--- config.mk ---
export PLATFORM = sky130hd
export DESIGN_NAME = uart_tx
export DESIGN_NICKNAME = d
export VERILOG_FILES = /design/src/rtl/uart_pkg.sv /design/src/rtl/flex_counter.sv /design/src/rtl/uart_tx.sv
export SDC_FILE = /design/constraint.sdc
export NUM_CORES = 1
export LEC_CHECK = 0
export ABC_CLOCK_PERIOD_IN_PS = 2200
export CORE_MARGIN = 2
export CORE_UTILIZATION = 45
export CTS_CLUSTER_DIAMETER = 30
export DETAILED_ROUTE_END_ITERATION = 12
export PLACE_DENSITY = 0.8
export RECOVER_POWER = 25
export SLEW_MARGIN = 20
export SYNTH_ARGS = -nofsm -noshare
export SYNTH_HDL_FRONTEND = slang
export SYNTH_HIERARCHICAL = 1
export SYNTH_SLANG_ARGS = --single-unit
--- constraint.sdc ---
create_clock -name clk -period 2.2 [get_ports clk]
set_input_delay 0.44 -clock clk [delete_from_list [all_inputs] [get_ports clk]]
set_output_delay 0.44 -clock clk [all_outputs]
set_load 0.01 [all_outputs]
--- src/rtl/uart_pkg.sv ---
// rtl/uart_pkg.sv - shared serial-link types and line levels
package uart_pkg;

    typedef enum logic [1:0] {
        IDLE,
        START,
        DATA,
        STOP
    } tx_state_t;

    localparam logic LINE_IDLE   = 1'b1;
    localparam logic START_LEVEL = 1'b0;
    localparam logic STOP_LEVEL  = 1'b1;

endpackage

--- src/rtl/flex_counter.sv ---
// rtl/flex_counter.sv - enable/clear counter that wraps rollover_val -> 1
module flex_counter #(
    parameter int NUM_CNT_BITS = 4
) (
    input  logic                    clk,
    input  logic                    n_rst,
    input  logic                    clear,
    input  logic                    count_enable,
    input  logic [NUM_CNT_BITS-1:0] rollover_val,
    output logic                    rollover_flag
);

    logic [NUM_CNT_BITS-1:0] count;

    // Counts 1..rollover_val; 0 only after clear, so the first enable lands on 1.
    always_ff @(posedge clk) begin
        if (!n_rst) begin
            count <= '0;
        end else if (clear) begin
            count <= '0;
        end else if (count_enable) begin
            if (count == rollover_val) begin
                count <= NUM_CNT_BITS'(1);
            end else begin
                count <= count + NUM_CNT_BITS'(1);
            end
        end
    end

    assign rollover_flag = (count == rollover_val);

endmodule

--- src/rtl/uart_tx.sv ---
// rtl/uart_tx.sv - 8N1 serial transmitter with registered line output
module uart_tx
    import uart_pkg::*;
#(
    parameter int DATA_BITS    = 8,
    parameter int CLKS_PER_BIT = 10
) (
    input  logic                 clk,
    input  logic                 n_rst,
    input  logic [DATA_BITS-1:0] tx_data,
    input  logic                 tx_start,
    output logic                 tx_busy,
    output logic                 tx_done,
    output logic                 serial_out
);

    // One extra bit so a power-of-two CLKS_PER_BIT still fits the 1..N count.
    localparam int PW = $clog2(CLKS_PER_BIT + 1);
    localparam int BW = $clog2(DATA_BITS + 1);

    tx_state_t            state, state_next;
    logic [DATA_BITS-1:0] shift_reg;
    logic [DATA_BITS-1:0] shift_down;
    logic                 period_roll, bit_roll;
    logic                 period_en, period_clear;
    logic                 bit_en, bit_clear;
    logic                 load, shift;
    logic                 serial_next, busy_next, done_next;

    assign shift_down = shift_reg >> 1;

    flex_counter #(.NUM_CNT_BITS(PW)) u_period (
        .clk           (clk),
        .n_rst         (n_rst),
        .clear         (period_clear),
        .count_enable  (period_en),
        .rollover_val  (PW'(CLKS_PER_BIT)),
        .rollover_flag (period_roll)
    );

    flex_counter #(.NUM_CNT_BITS(BW)) u_bits (
        .clk           (clk),
        .n_rst         (n_rst),
        .clear         (bit_clear),
        .count_enable  (bit_en),
        .rollover_val  (BW'(DATA_BITS)),
        .rollover_flag (bit_roll)
    );

    always_comb begin
        state_next   = state;
        serial_next  = LINE_IDLE;
        done_next    = 1'b0;
        load         = 1'b0;
        shift        = 1'b0;
        period_en    = 1'b1;
        period_clear = 1'b0;
        bit_en       = 1'b0;
        bit_clear    = 1'b0;
        case (state)
            IDLE: begin
                bit_clear = 1'b1;
                if (tx_start) begin
                    state_next  = START;
                    load        = 1'b1;
                    serial_next = START_LEVEL;
                end else begin
                    period_en    = 1'b0;
                    period_clear = 1'b1;
                end
            end
            START: begin
                // Bit counter moves to 1 here so it tracks the data bit on the line.
                serial_next = START_LEVEL;
                bit_en      = period_roll;
                if (period_roll) begin
                    state_next  = DATA;
                    serial_next = shift_reg[0];
                end
            end
            DATA: begin
                serial_next = shift_reg[0];
                bit_en      = period_roll;
                if (period_roll) begin
                    shift = 1'b1;
                    if (bit_roll) begin
                        state_next  = STOP;
                        serial_next = STOP_LEVEL;
                    end else begin
                        serial_next = shift_down[0];
                    end
                end
            end
            STOP: begin
                serial_next = STOP_LEVEL;
                bit_clear   = 1'b1;
                if (period_roll) begin
                    state_next   = IDLE;
                    period_clear = 1'b1;
                    done_next    = 1'b1;
                    serial_next  = LINE_IDLE;
                end
            end
            default: state_next = IDLE;
        endcase
        busy_next = (state_next != IDLE);
    end

    always_ff @(posedge clk) begin
        if (!n_rst) begin
            state      <= IDLE;
            shift_reg  <= '0;
            serial_out <= LINE_IDLE;
            tx_busy    <= 1'b0;
            tx_done    <= 1'b0;
        end else begin
            state      <= state_next;
            serial_out <= serial_next;
            tx_busy    <= busy_next;
            tx_done    <= done_next;
            if (load) begin
                shift_reg <= tx_data;
            end else if (shift) begin
                shift_reg <= shift_down;
            end
        end
    end

endmodule

# Word level (Yosys, flattened, before mapping)
# Index checks and enable logic that the tools add are counted.
dict set report classes {
  add_sub_neg 2
  multipliers 0
  div_mod_pow 0
  n_lt_le_gt_ge 0
  n_eq_ne 5
  shift 0
  muxes 23
  n_bitwise 1
  reduce_logical 8
}
# op count
set op_table {}
lappend op_table {{$mux W8} 2}
lappend op_table {{$mux W1} 11}
lappend op_table {{$mux W2} 5}
lappend op_table {{$add A4 B1 Y4 const B} 2}
lappend op_table {{$eq A4 B4 Y1 const B} 2}
lappend op_table {{$mux W4} 2}
lappend op_table {{$pmux W2 S4} 1}
lappend op_table {{$reduce_or A2 Y1} 4}
lappend op_table {{$eq A2 B2 Y1 const B} 2}
lappend op_table {{$pmux W1 S4} 1}
lappend op_table {{$reduce_bool A2 Y1} 2}
lappend op_table {{$eq A2 B1 Y1 const B} 1}
lappend op_table {{$logic_not A2 Y1} 1}
lappend op_table {{$pmux W1 S2} 1}
lappend op_table {{$reduce_and A2 Y1} 1}
lappend op_table {{$not A1 Y1} 1}
dict set report word_totals {
  reg_bits 21
  latchBits 0
  ramBits 0
  mem_bits_ro 0
  n_memories 0
}

# Longest topological paths before layout
# Gate-level depths: netlist of run 1.
dict set report logic_depth {
  word_depth 5
  mapped_depth 9
  mapped_depth_nobuf 7
}

# By module
# Netlist of run 1, hierarchy kept.
# module instances cells_per_inst area_per_inst_um2
set modules_own_cells {}
lappend modules_own_cells {uart_tx 1 85 728.2}
lappend modules_own_cells {flex_counter 2 28 296.5}

# Worst setup path after synthesis of run 1
# Ideal clock, no wire load.
dict set report synth_timing {
  kind {register -> register}
  from {register u_period.count[0]}
  to {register u_bits.count[3]}
  setup_ns 0.079
  arrival_time_ns 1.962
  required_time_ns 2.121
  setup_slack_ns 0.158
  path_stages_with_launch 9
  path_buffers 2
  period_less_slack_ns 2.042
  path_cell_list {dfxtp_1 -> xor2_2 -> nor4_4 -> buf_6 -> clkbuf_1 -> and2_1 -> nand4_1 -> xor2_1 -> a211oi_2}
}
dict set report synth_between {
  elab_chain_len 2
}
# item line
set synth_lines {}
lappend synth_lines {{start, declared} flex_counter.sv:13} ;# logic [NUM_CNT_BITS-1:0] count;
lappend synth_lines {{start signal, assigned} flex_counter.sv:25} ;# count <= count + NUM_CNT_BITS'(1);
lappend synth_lines {{$eq A4 B4 Y1} flex_counter.sv:30} ;# assign rollover_flag = (count == rollover_val);
lappend synth_lines {{named net period_roll} uart_tx.sv:24} ;# logic period_roll, bit_roll;
lappend synth_lines {{$mux W1} uart_tx.sv:60} ;# case (state)
lappend synth_lines {{named net bit_en} uart_tx.sv:26} ;# logic bit_en, bit_clear;
lappend synth_lines {{end signal, assigned} flex_counter.sv:25}
lappend synth_lines {{end, declared} flex_counter.sv:13}
# The timed path passes the listed nets, and every way through them passes these cells.
# A chain may end at the register's enable or synchronous reset.

# Final worst setup path of run 1
dict set report layout_timing {
  from {register u_period.count[2]}
  to {register tx_busy}
}
dict set report layout_between {
  elab_chain_len 4
}
# item line
set layout_lines {}
lappend layout_lines {{$eq A4 B4 Y1 *} flex_counter.sv:30}
lappend layout_lines {{named net period_roll} uart_tx.sv:24}
lappend layout_lines {{$mux W2, on equally long branches} {uart_tx.sv:97, uart_tx.sv:76, uart_tx.sv:84}}
lappend layout_lines {{$pmux W2 S4 *} uart_tx.sv:60}
lappend layout_lines {{$reduce_bool A2 Y1 *} uart_tx.sv:106} ;# busy_next = (state_next != IDLE);
lappend layout_lines {{end signal, assigned} uart_tx.sv:119} ;# tx_busy <= busy_next;
lappend layout_lines {{end, declared} uart_tx.sv:12} ;# output logic tx_busy,
# The timed path passes the listed nets; every way through them passes the cells marked *.

==> impl_metrics.tcl, run 1 <==
set metrics [dict create \
    antenna_found_initial 0 \
    status "completed" \
    power.density_mw_per_mm2 512 \
    num-nets-final 185 \
    vias_per_cell 5.41 \
    wl_per_cell_um 12.9 \
    hold_class "reg -> reg" \
    dp.cells 190 \
    clockBufferDepth 2 \
    dieArea_mm2 0.00339 \
    arrival_ps 2140 \
    crit_slowest_cell "dfxtp_1" \
    cp_top_family "flip-flops" \
    largest_register_ffs 8 \
    die_w_um 58.2 \
    setup_tns_ps 0 \
    rsz0062_at_grt "no" \
    antenna_cells 0 \
    grt_max_degree 16 \
    firstDrtPassIters 4 \
    synth_edf_count 0 \
    path_clk_slew_ps 130 \
    maxCapViolations 0 \
    grt_pass1_vias 1035 \
    grtUsageTotal 0.164 \
    synth_area_leaders "dfxtp_1 (32%), ha_1 (7.6%), xor2_2 (7.4%)" \
    finalHoldViolCount 0 \
    min_path_cells 2 \
    synth_area_per_cell_um2 9.37 \
    yosys_register_bits 21 \
    clockRootBuffer "clkbuf_4" \
    post-dp-hpwl_um 1880 \
    setup_viol 0 \
    die_height_um 58.2 \
    end_kind "register" \
    routed_wl_um 2540 \
    cp-start-kind "register" \
    numCtsBuffers 3 \
    synthToLayoutAreaGrowth_pct 17.3 \
    cp_max_fo 7 \
    slowest_delay_ps 450 \
    ys_seq_area_frac 0.318 \
    drc 0 \
    hold_buffers 0 \
    ys.flop_type "dfxtp_1" \
    crit_type "reg -> reg" \
    synth_area_mm2 0.00132 \
    vdd_drop_max_mv 0.390 \
    clock_skew_ps 9.94 \
    fmax_ghz 0.520 \
    gp_congestion 0.804 \
    initial_utilization 0.475 \
    drive_gt1_frac 0.145 \
    synth_top_area_share 0.318 \
    required_ps 2410 \
    synth_most_common_cell "dfxtp_1" \
    reg2reg_depth 8 \
    synth_cell_type_count 35 \
    antenna_left 0 \
    synthArstFlopShare 0 \
    grt_first_pass_wirelength_um 4350 \
    rows 19 \
    grt_overflow_total 0 \
    via_count 1061 \
    yosys.area.top_type "dfxtp_1" \
    ioPinCount 14 \
    maxSlewViolCount 0 \
    ys_top_cells_by_count "dfxtp_1 (21), nand3_1 (17), nand2_1 (12), ha_1 (8)" \
    critPathBufInv 2 \
    cts_tree "built" \
    drt_iter0_drc 49 \
    min_period_over_period 0.874 \
    path_cells "xor2_2, nor4_4, buf_4, clkbuf_1, a21oi_1, nor3b_1, a31o_2, or2_2" \
    leakage_nw 0.661 \
    cp_num_cells 8 \
    htree_levels 1 \
    final_cells 196 \
    min_period_ps 1920 \
    clk_latency_ps 310 \
    coreArea_mm2 0.00278 \
    yosysWarnings 6 \
    syn_inst 141 \
    portBuffers 13 \
    cts.sinks 21 \
]
## timing repair
item                       in CTS  in global routing
setup buffers                   0                  2
resized for setup               0                  1
setup endpoints to repair       0                 10
## worst min-delay path: cells and delay by family (launching register included)
kind | cells | cell delay, ps
flops | 1 | 340
compound gates | 1 | 80
simple gates | 1 | 60
## metrics by stage
stage	util	instance area [um^2]	power [mW]	setup WS, ps	hold slack, ps
4_1_cts	0.552	1540	0.801	164	525
3_5_place_dp	0.543	1510	0.611	172	507
5_1_grt	0.557	1550	0.841	122	558
6_report	0.557	1550	0.793	276	512
3_3_place_gp	0.543	1510	0.603	221	470
2_1_floorplan	-	1340	0.555	158	455
## per-layer routing
metal	up-vias	share of wire	GRT usage
li1	543	-	-
met1	503	0.43	0.191
met2	13	0.53	0.307
met3	2	0.031	0.0402
met4	0	0.0051	0.0233
met5	-	0	0
## final timing paths
path	slack [ps]	endpoint	from
max reg2reg	280	tx_busy	u_period/count[2]
min	510	shift_reg[7]	shift_reg[7]
min reg2reg	510	shift_reg[7]	shift_reg[7]
max	280	tx_busy	u_period/count[2]
## area by class of cell
cell class,instances,area [um^2]
Clock buffer,3,22.5
Tap cell,31,38.8
Sequential cell,21,420
Fill cell,261,1230
Timing Repair Buffer,19,171
Clock inverter,1,5.00
Multi-Input combinational cell,118,881
Inverter,3,11.3
## layout by cell type (no fill, tap or decap), types with 2 or more instances in the layout
master / instances
o21a_1: 2
inv_1: 3
and3b_1: 2
a21oi_1: 5
nor2b_1: 2
dlygate4sd3_1: 3
buf_4: 5
xor2_1: 4
clkdlybuf4s50_1: 10
dfxtp_1: 21
o41ai_1: 6
a31oi_1: 3
nand4_1: 2
xor2_2: 6
a211oi_2: 2
clkbuf_4: 3
nand2b_1: 6
nand3_1: 17
nor4_4: 2
ha_1: 8
o211a_1: 7
nand2_1: 11
and2_1: 4
conb_1: 8
nor2_1: 7
or2b_1: 2
## logic make-up after synthesis
| kind of cell | after synthesis | share of synthesized area |
|---|---|---|
| fa+ha+maj | 8 | 0.0758 |
| simple gates | 60 | 0.261 |
| other cells | 2 | 0.00568 |
| buf+inv | 8 | 0.0341 |
| xor+xnor | 10 | 0.100 |
| flops | 21 | 0.318 |
| mux | 1 | 0.0114 |
| compound gates | 31 | 0.193 |
## where the power goes
group,switching (mW),internal [mW]
registers,0.0185,0.405
clock network,0.121,0.0678
logic,0.0972,0.0834
Note: power is estimated with default switching activity, not from simulation.
==> run 2, diff against run 1 <==
--- a/config.mk
+++ b/config.mk
@@ -7,10 +7,10 @@
 export LEC_CHECK = 0
 export ABC_CLOCK_PERIOD_IN_PS = 2200
 export CORE_MARGIN = 2
-export CORE_UTILIZATION = 45
+export CORE_UTILIZATION = 30
 export CTS_CLUSTER_DIAMETER = 30
 export DETAILED_ROUTE_END_ITERATION = 12
-export PLACE_DENSITY = 0.8
+export PLACE_DENSITY = 0.61
 export RECOVER_POWER = 25
 export SLEW_MARGIN = 20
 export SYNTH_ARGS = -nofsm -noshare
==> impl_metrics.tcl, run 2 (same netlist as run 1, synthesis figures left out) <==
set metrics [dict create \
    numCtsBuffers 3 \
    power.density_mw_per_mm2 545 \
    post-dp-hpwl_um 1930 \
    hold_class "reg -> reg" \
    fmax_ghz 0.480 \
    min_period_over_period 0.946 \
    fin_util 0.366 \
    grtUsageTotal 0.109 \
    layout_commonest_cell "dfxtp_1" \
    topRoutingLayerUsed "met4" \
    vias_per_cell 4.89 \
    drt_iter0_drc 51 \
    drive_gt1_frac 0.123 \
    vdd_drop_max_mv 0.298 \
    dieArea_mm2 0.00495 \
    via_count 1051 \
    coreArea_mm2 0.00429 \
    cts.sinks 21 \
    status "completed" \
    antenna_left 0 \
    finalHoldViolCount 0 \
    wl_met2_um 1190 \
    cts_resized 0 \
    initial_utilization 0.308 \
    die_w_um 70.4 \
    slowest_delay_ps 420 \
    crit_type "reg -> reg" \
    path_clk_slew_ps 70 \
    cts_setup_buffers 0 \
    cp_max_fo 9 \
    end_kind "register" \
    cts_tree "built" \
    total_power_mw 0.856 \
    routed_wl_um 2590 \
    wl_per_cell_um 12.0 \
    grt_max_degree 16 \
    maxCapViolations 0 \
    r2r_start "u_period/count[0]" \
    cp-start-kind "register" \
    maxSlewViolCount 0 \
    leakage_nw 0.658 \
    ioPinCount 14 \
    startpoint "u_period/count[0]" \
    gp_congestion 0.731 \
    drc 0 \
    setup_viol 0 \
    clk_latency_ps 260 \
    die_height_um 70.4 \
    arrival_ps 2220 \
    r2r_slack_ps 120 \
    wl_met3_um 89 \
    clock_skew_ps 1.34 \
    clockRootBuffer "clkbuf_8" \
    largest_register_ffs 8 \
    stdcell_area_mm2 0.00157 \
    firstDrtPassIters 4 \
    grt_pass1_vias 967 \
    min_period_ps 2080 \
    grt_first_pass_wirelength_um 4410 \
    hold_start "shift_reg[7]" \
    path_cells "xor2_1, nor4_4, buf_4, nand2_1, nor2_1, a2111oi_2, o21ai_1" \
    rows 24 \
    crit_slowest_cell "dfxtp_1" \
    rsz0062_at_grt "no" \
    wl_met1_um 1290 \
    antenna_found_initial 0 \
    hold_buffers 0 \
    grt_overflow_total 0 \
    postPlaceCellArea_mm2 0.00154 \
    portBuffers 13 \
    mostFrequentLayoutCells "dfxtp_1 (21), nand3_1 (17), nand2_1 (12), clkdlybuf4s50_1 (10)" \
    required_ps 2340 \
    num-nets-final 183 \
    antenna_cells 0 \
    clockBufferDepth 2 \
    synthToLayoutAreaGrowth_pct 19.0 \
    htree_levels 1 \
    setup_tns_ps 0 \
]
==> run 2: area by class of cell <==
type / instances / area, um^2
clock buffers: 4 / 45.0
multi-input cells: 118 / 871
flip-flops and latches: 21 / 420
repair buffers: 17 / 160
well taps: 52 / 65.1
fillers: 450 / 2720
inverters: 3 / 11.3
==> run 2: per-stage QoR <==
stage                     hold slack (ps)  setup slack [ps]  std cells
after floorplan                       455               158        147
after global placement                478               229        211
after detailed placement              481               211        211
after CTS                             491               210        215
after global routing                  501              17.6        215
final                                 487               118        215
==> run 2: routing by layer <==
metal,GRT usage,up-vias
met5,0,-
met4,0.0256,0
met1,0.145,498
met2,0.172,11
met3,0.0361,4
li1,-,538
==> run 2: worst paths after layout <==
path                   to  depth (start not counted)
max            serial_out                          7
min          shift_reg[7]                          2
max reg2reg    serial_out                          7
min reg2reg  shift_reg[7]                          2
==> run 2: critical path, delay by kind of cell (launching register included) <==
family,cells,cell delay (ps)
xor gates and xnor gates,1,400
buffers and inverters,1,190
and+or+nand+nor,3,490
DFF,1,420
AOI/OAI and AO/OA,2,450
==> run 2: where the power goes <==
group          leakage (nW)  internal, mW  switching (mW)  total (mW)
clock network        0.0228         0.129           0.127       0.256
registers             0.172         0.405          0.0185       0.423
logic                 0.463        0.0811          0.0958       0.177
